$ cat src/rtl/hdr_pulse_gen.sv
// hdr_pulse_gen: NUM_CH programmable delay/width/polarity pulse outputs launched by trig_in or sw_trig.
// Define HDR_PULSE_REPEAT_EN to build the per-channel burst repeat (GAP state, cfg_per, cfg_rpt).
//
// state  | meaning
// IDLE   | waiting for an accepted event, output at inactive level
// DELAY  | counting down the latched delay
// ACTIVE | output asserted for the latched width
// GAP    | inactive spacing before the next repeat (repeat build only)
module hdr_pulse_gen #(
    parameter int NUM_CH      = 3,
    parameter int CNT_W       = 16,
    parameter int SYNC_STAGES = 2
) (
    input  logic                    clk,
    input  logic                    rstn,
    input  logic                    trig_in,
    input  logic                    sw_trig,
    input  logic                    arm,
    input  logic                    clr,
    input  logic [NUM_CH-1:0]       ch_en,
    input  logic [NUM_CH-1:0]       cfg_pol,
    input  logic [NUM_CH*CNT_W-1:0] cfg_dly,
    input  logic [NUM_CH*CNT_W-1:0] cfg_wid,
    input  logic [NUM_CH*CNT_W-1:0] cfg_per,
    input  logic [7:0]              cfg_rpt,
    output logic [NUM_CH-1:0]       pulse_out,
    output logic                    busy,
    output logic [31:0]             trig_cnt,
    output logic                    overrun
);

`ifdef HDR_PULSE_REPEAT_EN
    typedef enum logic [1:0] {IDLE, DELAY, ACTIVE, GAP} ch_state_t;
`else
    typedef enum logic [1:0] {IDLE, DELAY, ACTIVE} ch_state_t;
`endif

    localparam logic [CNT_W-1:0] CNT_ONE = CNT_W'(1);

    logic [SYNC_STAGES-1:0] sync_q;
    logic                   trig_d_q;
    logic                   rise_q;
    logic                   evt;
    logic                   accept;
    logic                   any_busy;
    logic [NUM_CH-1:0]      ch_busy;
    logic [NUM_CH-1:0]      pulse_d;

    // trig_in is asynchronous; the registered rise keeps evt glitch-free
    always_ff @(posedge clk or negedge rstn) begin
        if (!rstn) begin
            sync_q   <= '0;
            trig_d_q <= 1'b0;
            rise_q   <= 1'b0;
        end else begin
            sync_q   <= {sync_q[SYNC_STAGES-2:0], trig_in};
            trig_d_q <= sync_q[SYNC_STAGES-1];
            rise_q   <= sync_q[SYNC_STAGES-1] & ~trig_d_q;
        end
    end

    assign evt      = (rise_q | sw_trig) & arm;
    assign any_busy = |ch_busy;
    assign accept   = evt & ~any_busy;

    always_ff @(posedge clk or negedge rstn) begin
        if (!rstn) begin
            trig_cnt  <= '0;
            overrun   <= 1'b0;
            busy      <= 1'b0;
            pulse_out <= '0;
        end else begin
            if (clr)
                trig_cnt <= '0;
            else if (accept)
                trig_cnt <= trig_cnt + 32'd1;

            if (evt && any_busy)
                overrun <= 1'b1;
            else if (clr)
                overrun <= 1'b0;

            busy      <= any_busy;
            pulse_out <= pulse_d;
        end
    end

`ifndef HDR_PULSE_REPEAT_EN
    logic unused_cfg;
    assign unused_cfg = ^{cfg_per, cfg_rpt};
`endif

    for (genvar i = 0; i < NUM_CH; i++) begin : g_ch
        logic [CNT_W-1:0] dly_cfg;
        logic [CNT_W-1:0] wid_cfg;
        logic             start;
        ch_state_t        state_q, state_d;
        logic [CNT_W-1:0] cnt_q, cnt_d;
        logic [CNT_W-1:0] wid_q, wid_d;
        logic             lvl;
        logic             not_idle;
`ifdef HDR_PULSE_REPEAT_EN
        logic [CNT_W-1:0] per_cfg;
        logic [CNT_W-1:0] per_q, per_d;
        logic [CNT_W-1:0] gap_ld;
        logic [7:0]       rpt_q, rpt_d;

        assign per_cfg = cfg_per[i*CNT_W +: CNT_W];
        // per is start-to-start; a period no longer than the width still leaves one idle cycle
        assign gap_ld  = (per_q > wid_q) ? (per_q - wid_q - CNT_ONE) : '0;
`endif

        assign dly_cfg = cfg_dly[i*CNT_W +: CNT_W];
        assign wid_cfg = cfg_wid[i*CNT_W +: CNT_W];
        assign start   = accept & ch_en[i] & (wid_cfg != '0);

        always_ff @(posedge clk or negedge rstn) begin
            if (!rstn) begin
                state_q <= IDLE;
                cnt_q   <= '0;
                wid_q   <= '0;
`ifdef HDR_PULSE_REPEAT_EN
                per_q   <= '0;
                rpt_q   <= '0;
`endif
            end else begin
                state_q <= state_d;
                cnt_q   <= cnt_d;
                wid_q   <= wid_d;
`ifdef HDR_PULSE_REPEAT_EN
                per_q   <= per_d;
                rpt_q   <= rpt_d;
`endif
            end
        end

        always_comb begin
            state_d = state_q;
            cnt_d   = cnt_q;
            wid_d   = wid_q;
`ifdef HDR_PULSE_REPEAT_EN
            per_d   = per_q;
            rpt_d   = rpt_q;
`endif
            case (state_q)
                IDLE: begin
                    if (start) begin
                        wid_d = wid_cfg;
`ifdef HDR_PULSE_REPEAT_EN
                        per_d = per_cfg;
                        rpt_d = cfg_rpt;
`endif
                        if (dly_cfg == '0) begin
                            state_d = ACTIVE;
                            cnt_d   = wid_cfg - CNT_ONE;
                        end else begin
                            state_d = DELAY;
                            cnt_d   = dly_cfg - CNT_ONE;
                        end
                    end
                end
                DELAY: begin
                    if (cnt_q == '0) begin
                        state_d = ACTIVE;
                        cnt_d   = wid_q - CNT_ONE;
                    end else begin
                        cnt_d = cnt_q - CNT_ONE;
                    end
                end
                ACTIVE: begin
                    if (cnt_q == '0) begin
`ifdef HDR_PULSE_REPEAT_EN
                        if (rpt_q != '0) begin
                            state_d = GAP;
                            cnt_d   = gap_ld;
                            rpt_d   = rpt_q - 8'd1;
                        end else begin
                            state_d = IDLE;
                        end
`else
                        state_d = IDLE;
`endif
                    end else begin
                        cnt_d = cnt_q - CNT_ONE;
                    end
                end
`ifdef HDR_PULSE_REPEAT_EN
                GAP: begin
                    if (cnt_q == '0) begin
                        state_d = ACTIVE;
                        cnt_d   = wid_q - CNT_ONE;
                    end else begin
                        cnt_d = cnt_q - CNT_ONE;
                    end
                end
`endif
                default: state_d = IDLE;
            endcase
        end

        // polarity is applied live so a change lands on the next edge, even mid-pulse
        always_comb begin
            lvl      = (state_q == ACTIVE) ^ cfg_pol[i];
            not_idle = (state_q != IDLE);
        end

        assign pulse_d[i] = lvl;
        assign ch_busy[i] = not_idle;
    end

endmodule

$ cat config.mk
export PLATFORM = sky130hd
export DESIGN_NAME = hdr_pulse_gen
export DESIGN_NICKNAME = d
export VERILOG_FILES = /design/src/rtl/hdr_pulse_gen.sv
export SDC_FILE = /design/constraint.sdc
export NUM_CORES = 1
export LEC_CHECK = 0
export ABC_AREA = 1
export BUFFER_PORTS_ARGS = -buffer_cell sky130_fd_sc_hd__buf_2
export CAP_MARGIN = 20
export CORE_UTILIZATION = 35
export CTS_BUF_LIST = sky130_fd_sc_hd__clkbuf_4 sky130_fd_sc_hd__clkbuf_8 sky130_fd_sc_hd__clkbuf_16
export DETAILED_ROUTE_END_ITERATION = 8
export GPL_TIMING_DRIVEN = 0
export HOLD_SLACK_MARGIN = 0.12
export PLACE_DENSITY = 0.61
export SLEW_MARGIN = 20
export SYNTH_ARGS = -nofsm -noshare
export SYNTH_HDL_FRONTEND = slang
export SYNTH_SLANG_ARGS = --single-unit
$ cat constraint.sdc
create_clock -name clk -period 3.3 [get_ports clk]
set_clock_uncertainty 0.2 [all_clocks]
set_input_delay 0.66 -clock clk [delete_from_list [all_inputs] [get_ports clk]]
set_output_delay 0.66 -clock clk [all_outputs]
set_load 0.03 [all_outputs]
Word level (Yosys, flattened, before mapping)
Cells that the tools add are included.
{"block": "word_totals", "register_bits": 143, "output_inout_bits": 37, "elab_cells": 127}
{"block": "op_classes", "n_addsub": 13, "n_eq_ne": 18, "n_mux": 34, "bitwise_logic": 15, "reduce_logical": 31}
{"op": "16-bit two-way mux", "count": 12}
{"op": "16-bit by 1-bit subtractor with 16-bit output (second input constant)", "count": 12}
{"op": "16-bit case mux with 3 select lines", "count": 3}
{"op": "16-bit zero test", "count": 6}
{"op": "32-bit two-way mux", "count": 2}
{"op": "16-bit nonzero test", "count": 3}
{"op": "32-bit by 1-bit adder with 32-bit output (second input constant)", "count": 1}
{"op": "2-bit two-way mux", "count": 12}
{"op": "2-bit inequality test (second input constant)", "count": 12}
{"op": "2-bit case mux with 3 select lines", "count": 3}
{"op": "3-bit AND reduction", "count": 6}
{"op": "2-bit nonzero test", "count": 5}
{"op": "1-bit bitwise AND", "count": 9}
{"op": "3-bit nonzero test", "count": 3}
{"op": "2-bit by 1-bit == test with 1-bit output (second input constant)", "count": 3}
{"op": "2-bit == test (second input constant)", "count": 3}
{"op": "2-bit zero test", "count": 3}
{"op": "2-bit AND reduction", "count": 3}
{"op": "3-bit OR reduction", "count": 1}
{"op": "1-bit bitwise XOR", "count": 3}
{"op": "1-bit two-way mux", "count": 2}
{"op": "1-bit inverter", "count": 2}
{"op": "1-bit logical AND", "count": 1}
{"op": "1-bit OR", "count": 1}

Longest topological paths before layout
{"block": "depth", "word_depth": 8, "ltp_mapped": 16}

Worst setup path before layout
No wires, ideal clock.
{"block": "synth_timing", "path_type": "input port to flip-flop", "from": "in cfg_dly[19]", "to": "reg g_ch[1].cnt_q[8]", "arrival_time_ns": 2.248, "required_ns": 3.023, "path_slack_ns": 0.775, "stages": 13, "path_buffers": 1, "path_cell_list": "nor2_1 > nand2_1 > nor2_4 > buf_6 > nand3_2 > nand2_2 > ha_1 > a21boi_2 > nand2_1 > nor2_4 > xor2_1 > nand2_1 > a21oi_1"}
{"block": "synth_between", "elab_chain_cells": 4}
{"element": "start: declaration", "line": "22", "text": "input logic [NUM_CH*CNT_W-1:0] cfg_dly,"}
{"element": "16-bit by 1-bit subtractor with 16-bit output or 16-bit zero test (tied branches)", "line": "158, 153"}
{"element": "16-bit two-way mux (*)", "line": "153", "text": "if (dly_cfg == '0) begin"}
{"element": "16-bit two-way mux (*)", "line": "147", "text": "if (start) begin"}
{"element": "16-bit case mux with 3 select lines (*)", "line": "145", "text": "case (state_q)"}
{"element": "end signal: assignment", "line": "128", "text": "cnt_q <= cnt_d;"}
{"element": "end: declaration", "line": "98", "text": "logic [CNT_W-1:0] cnt_q, cnt_d;"}
Every way passes the cells marked *; elsewhere a longest branch is shown, timed or not. The select of a mux whose other input is x is not followed.
A chain may end at the register's enable or synchronous reset.

Worst setup path after layout
{"block": "layout_timing", "from": "in cfg_dly[37]", "to": "reg g_ch[2].cnt_q[10]"}
{"block": "layout_between", "elab_chain_cells": 4}
{"element": "16-bit by 1-bit subtractor with 16-bit output or 16-bit zero test (tied branches)", "line": "158, 153"}
{"element": "16-bit two-way mux (*)", "line": "153"}
{"element": "16-bit two-way mux (*)", "line": "147"}
{"element": "16-bit case mux with 3 select lines (*)", "line": "145"}
{"element": "end signal: assignment", "line": "128"}
{"element": "end: declaration", "line": "98"}
Marks and branches as above.

==> impl_metrics.py <==
metrics = {
    "critical_path": {
        "worstPathArrival_ns": 2.86,
        "crit_type": "primary input to register",
        "critPathLaunch": "cfg_dly[37]",
        "rrSetupSlack_ns": 0.67,
        "reg2regPathDepth": 10,
        "critPathMaxFanout": 8,
        "r2r-start": "g_ch[0].cnt_q[0]",
        "critPathLaunchType": "primary input",
        "required_ns": 3.42,
        "cp-end-kind": "register",
    },
    "logic_synthesis": {
        "syn_nets": 1932,
        "postSynthAreaPerCell_um2": 6.65,
        "synth-seq-cells": 143,
        "ys_seq_area_share_pct": 30.8,
        "yosysUniqueCellTypes": 59,
        "ys_warn_count": 0,
        "netlist_area_um2": 11600,
        "postSynthCellCount": 1745,
    },
    "global_route": {
        "antenna_found_initial": 0,
        "grtUsageTotal_pct": 21.2,
        "grt_pass1_wl_um": 57400,
        "grt_max_degree": 88,
        "grt_pass1_vias": 11402,
        "overflow": 0,
    },
    "sta": {
        "post-route-period-util_pct": 82.8,
        "tns_ns": 0,
        "finalSetupViolCount": 0,
        "maxSlewHeadroom_pct": 44.2,
        "rsz0062_at_grt": "false",
        "hold_violations": 0,
        "min_period_ns": 2.73,
        "max_freq_ghz": 0.366,
        "holdWs_ns": 0.146,
        "worstMarginPinSlew_ns": 0.829,
        "slew_violations": 0,
    },
    "place": {
        "io_buffers": 143,
        "gp_congestion": 0.956,
        "hpwlAfterDp_um": 28000,
    },
    "final_layout": {
        "final_common_cell": "nand2_1",
        "seq_area_um2": 3580,
        "synthToLayoutAreaGrowth_pct": 16.2,
        "layout-drive-gt1-share_pct": 15.7,
        "layout_common_cells": "nand2_1, nor2_1, inv_1, nand3_1, buf_2",
        "multi_input_area_um2": 6850,
        "finalNetCount": 2096,
        "finish.utilization_pct": 41.3,
        "fillers": 3451,
        "antenna_cells": 0,
    },
    "pwr": {
        "powerDensity_nw_per_um2": 297,
        "power.total_mw": 4.01,
        "vdd_drop_max_mv": 0.345,
        "leakage_nw": 6.61,
    },
    "routing": {
        "first_iter_violations": 943,
        "wl_per_cell_um": 14.9,
        "antenna_left": 0,
        "first_pass_iters": 6,
        "via_count": 12059,
        "drt-total-wl_um": 35300,
        "routed_via_density": 5.10,
        "drc": 0,
    },
    "die": {
        "start_util_pct": 35.6,
        "core_um2": 32600,
        "chipWidth_um": 184,
        "die_y_um": 184,
        "io_pins": 201,
        "row_count": 66,
        "die_area_um2": 33900,
    },
    "run": {
        "cap_violations": 0,
    },
    "clock_network": {
        "cts_root_buffer": "clkbuf_16",
        "numClockSinks": 143,
        "path_clk_slew_ns": 0.07,
        "cts_tree": "yes",
        "clockBufferDepth": 2,
        "postCtsResizedCells": 0,
        "clock_latency_ns": 0.43,
        "cts_buffers": 17,
        "cts_max_level": 4,
    },
    "min_path": {
        "hold_depth": 1,
        "holdCritStartpoint": "trig_in",
        "hold_path.class": "primary input to register",
    },
    "run_status": {
        "status": "finished clean",
    },
}
## metal layers
metal / track usage, % / share of wire (%) / vias up
met1: 28.2 / 45 / 5645
li1: - / - / 6004
met5: 0 / 0 / -
met4: 7.03 / 2.4 / 0
met3: 2.85 / 5.2 / 56
met2: 35.2 / 47 / 354
## layout make-up
type | instances | area share (%)
inverters | 242 | 6.83
well taps | 442 | 4.10
repair buffers | 145 | 5.66
multi-input cells | 1321 | 50.8
clock inverters | 12 | 0.826
plain buffers | 39 | 1.87
flip-flops and latches | 143 | 26.5
clock buffers | 20 | 3.37
## sequential cells by signal (all words and copies together) (netlist names)
register and cells:
g_ch.cnt_q 48, g_ch.wid_q 48, trig_cnt 32, g_ch.state_q 6
pulse_out 3, sync_q 2, busy 1, overrun 1
rise_q 1, trig_d_q 1
## synthesized netlist by cell type, drive strengths merged
cell type / n / share of area (%)
nor2: 264 / 9.7
o311ai: 1 / 0.075
a22o: 1 / 0.075
o211ai: 14 / 0.91
o22ai: 4 / 0.22
inv: 238 / 7.7
clkbuf: 18 / 0.65
nand4: 22 / 1.2
nand3b: 7 / 0.45
nand2: 413 / 14
or4: 1 / 0.065
a211oi: 2 / 0.13
nor3: 33 / 1.7
a21oi: 106 / 4.6
a21boi: 2 / 0.16
o31ai: 3 / 0.19
and2: 1 / 0.054
xnor2: 15 / 1.1
xor2: 49 / 3.7
ha: 23 / 2.5
and3: 2 / 0.11
dfrtp: 143 / 31
o21ai: 113 / 4.9
nor4: 17 / 0.92
clkinv: 4 / 0.22
mux2: 12 / 1.2
buf: 21 / 1.5
or2: 9 / 0.49
a2bb2oi: 3 / 0.23
a22oi: 3 / 0.19
o221ai: 3 / 0.23
o21a: 4 / 0.26
o21bai: 6 / 0.42
nand3: 182 / 8.7
a31oi: 3 / 0.16
nor3b: 3 / 0.28
## kinds of logic after synthesis
logic type	count (synthesis)	synth area share (%)
xor gates and xnor gates	64	4.83
AOI/OAI and AO/OA	268	12.7
muxes	12	1.16
buffers and inverters	281	10.1
and+or+nand+nor	954	37.8
DFF	143	30.8
adders and majority gates	23	2.48
## worst paths after layout
kind / endpoint
min in group asynchronous: g_ch[1].wid_q[6]
worst min-delay path: sync_q[0]
worst min register to register: sync_q[1]
max in group asynchronous: g_ch[2].cnt_q[15]
worst max-delay path: g_ch[2].cnt_q[10]
worst max register to register: g_ch[0].cnt_q[4]
## stage by stage
stage	setup WS [ns]	cells	instance area, um2
2_1_floorplan	0.775	1745	11600
6_report	0.567	2364	13500
4_1_cts	0.582	2364	13500
5_1_grt	0.386	2364	13500
3_5_place_dp	0.139	2331	12900
3_3_place_gp	-0.981	2330	12900
## worst max-delay path, cell delays in order
cell and delay [ns]:
buf_2 0.11, nor2_1 0.05, nand2_1 0.13, nor2_2 0.07, nand2_2 0.25, inv_2 0.16, a21oi_1 0.24, ha_1 0.21
nand3_1 0.14, inv_1 0.15, nand2_1 0.08, inv_1 0.11, nand2_1 0.08, o21ai_1 0.15, nand3_1 0.10, nand2_1 0.10
nand2_1 0.05
## where the power goes
part           switching, mW  total [mW]  internal (mW)
combinational          0.229       0.340          0.111
sequential           0.00233        1.76           1.76
clock                  0.829        1.91           1.08
total                   1.06        4.01           2.95
## timing repair
action	CTS	global route
hold buffers	1	0
setup buffers	0	0
hold endpoints to repair	56	0
(Power assumes the default switching activity.)
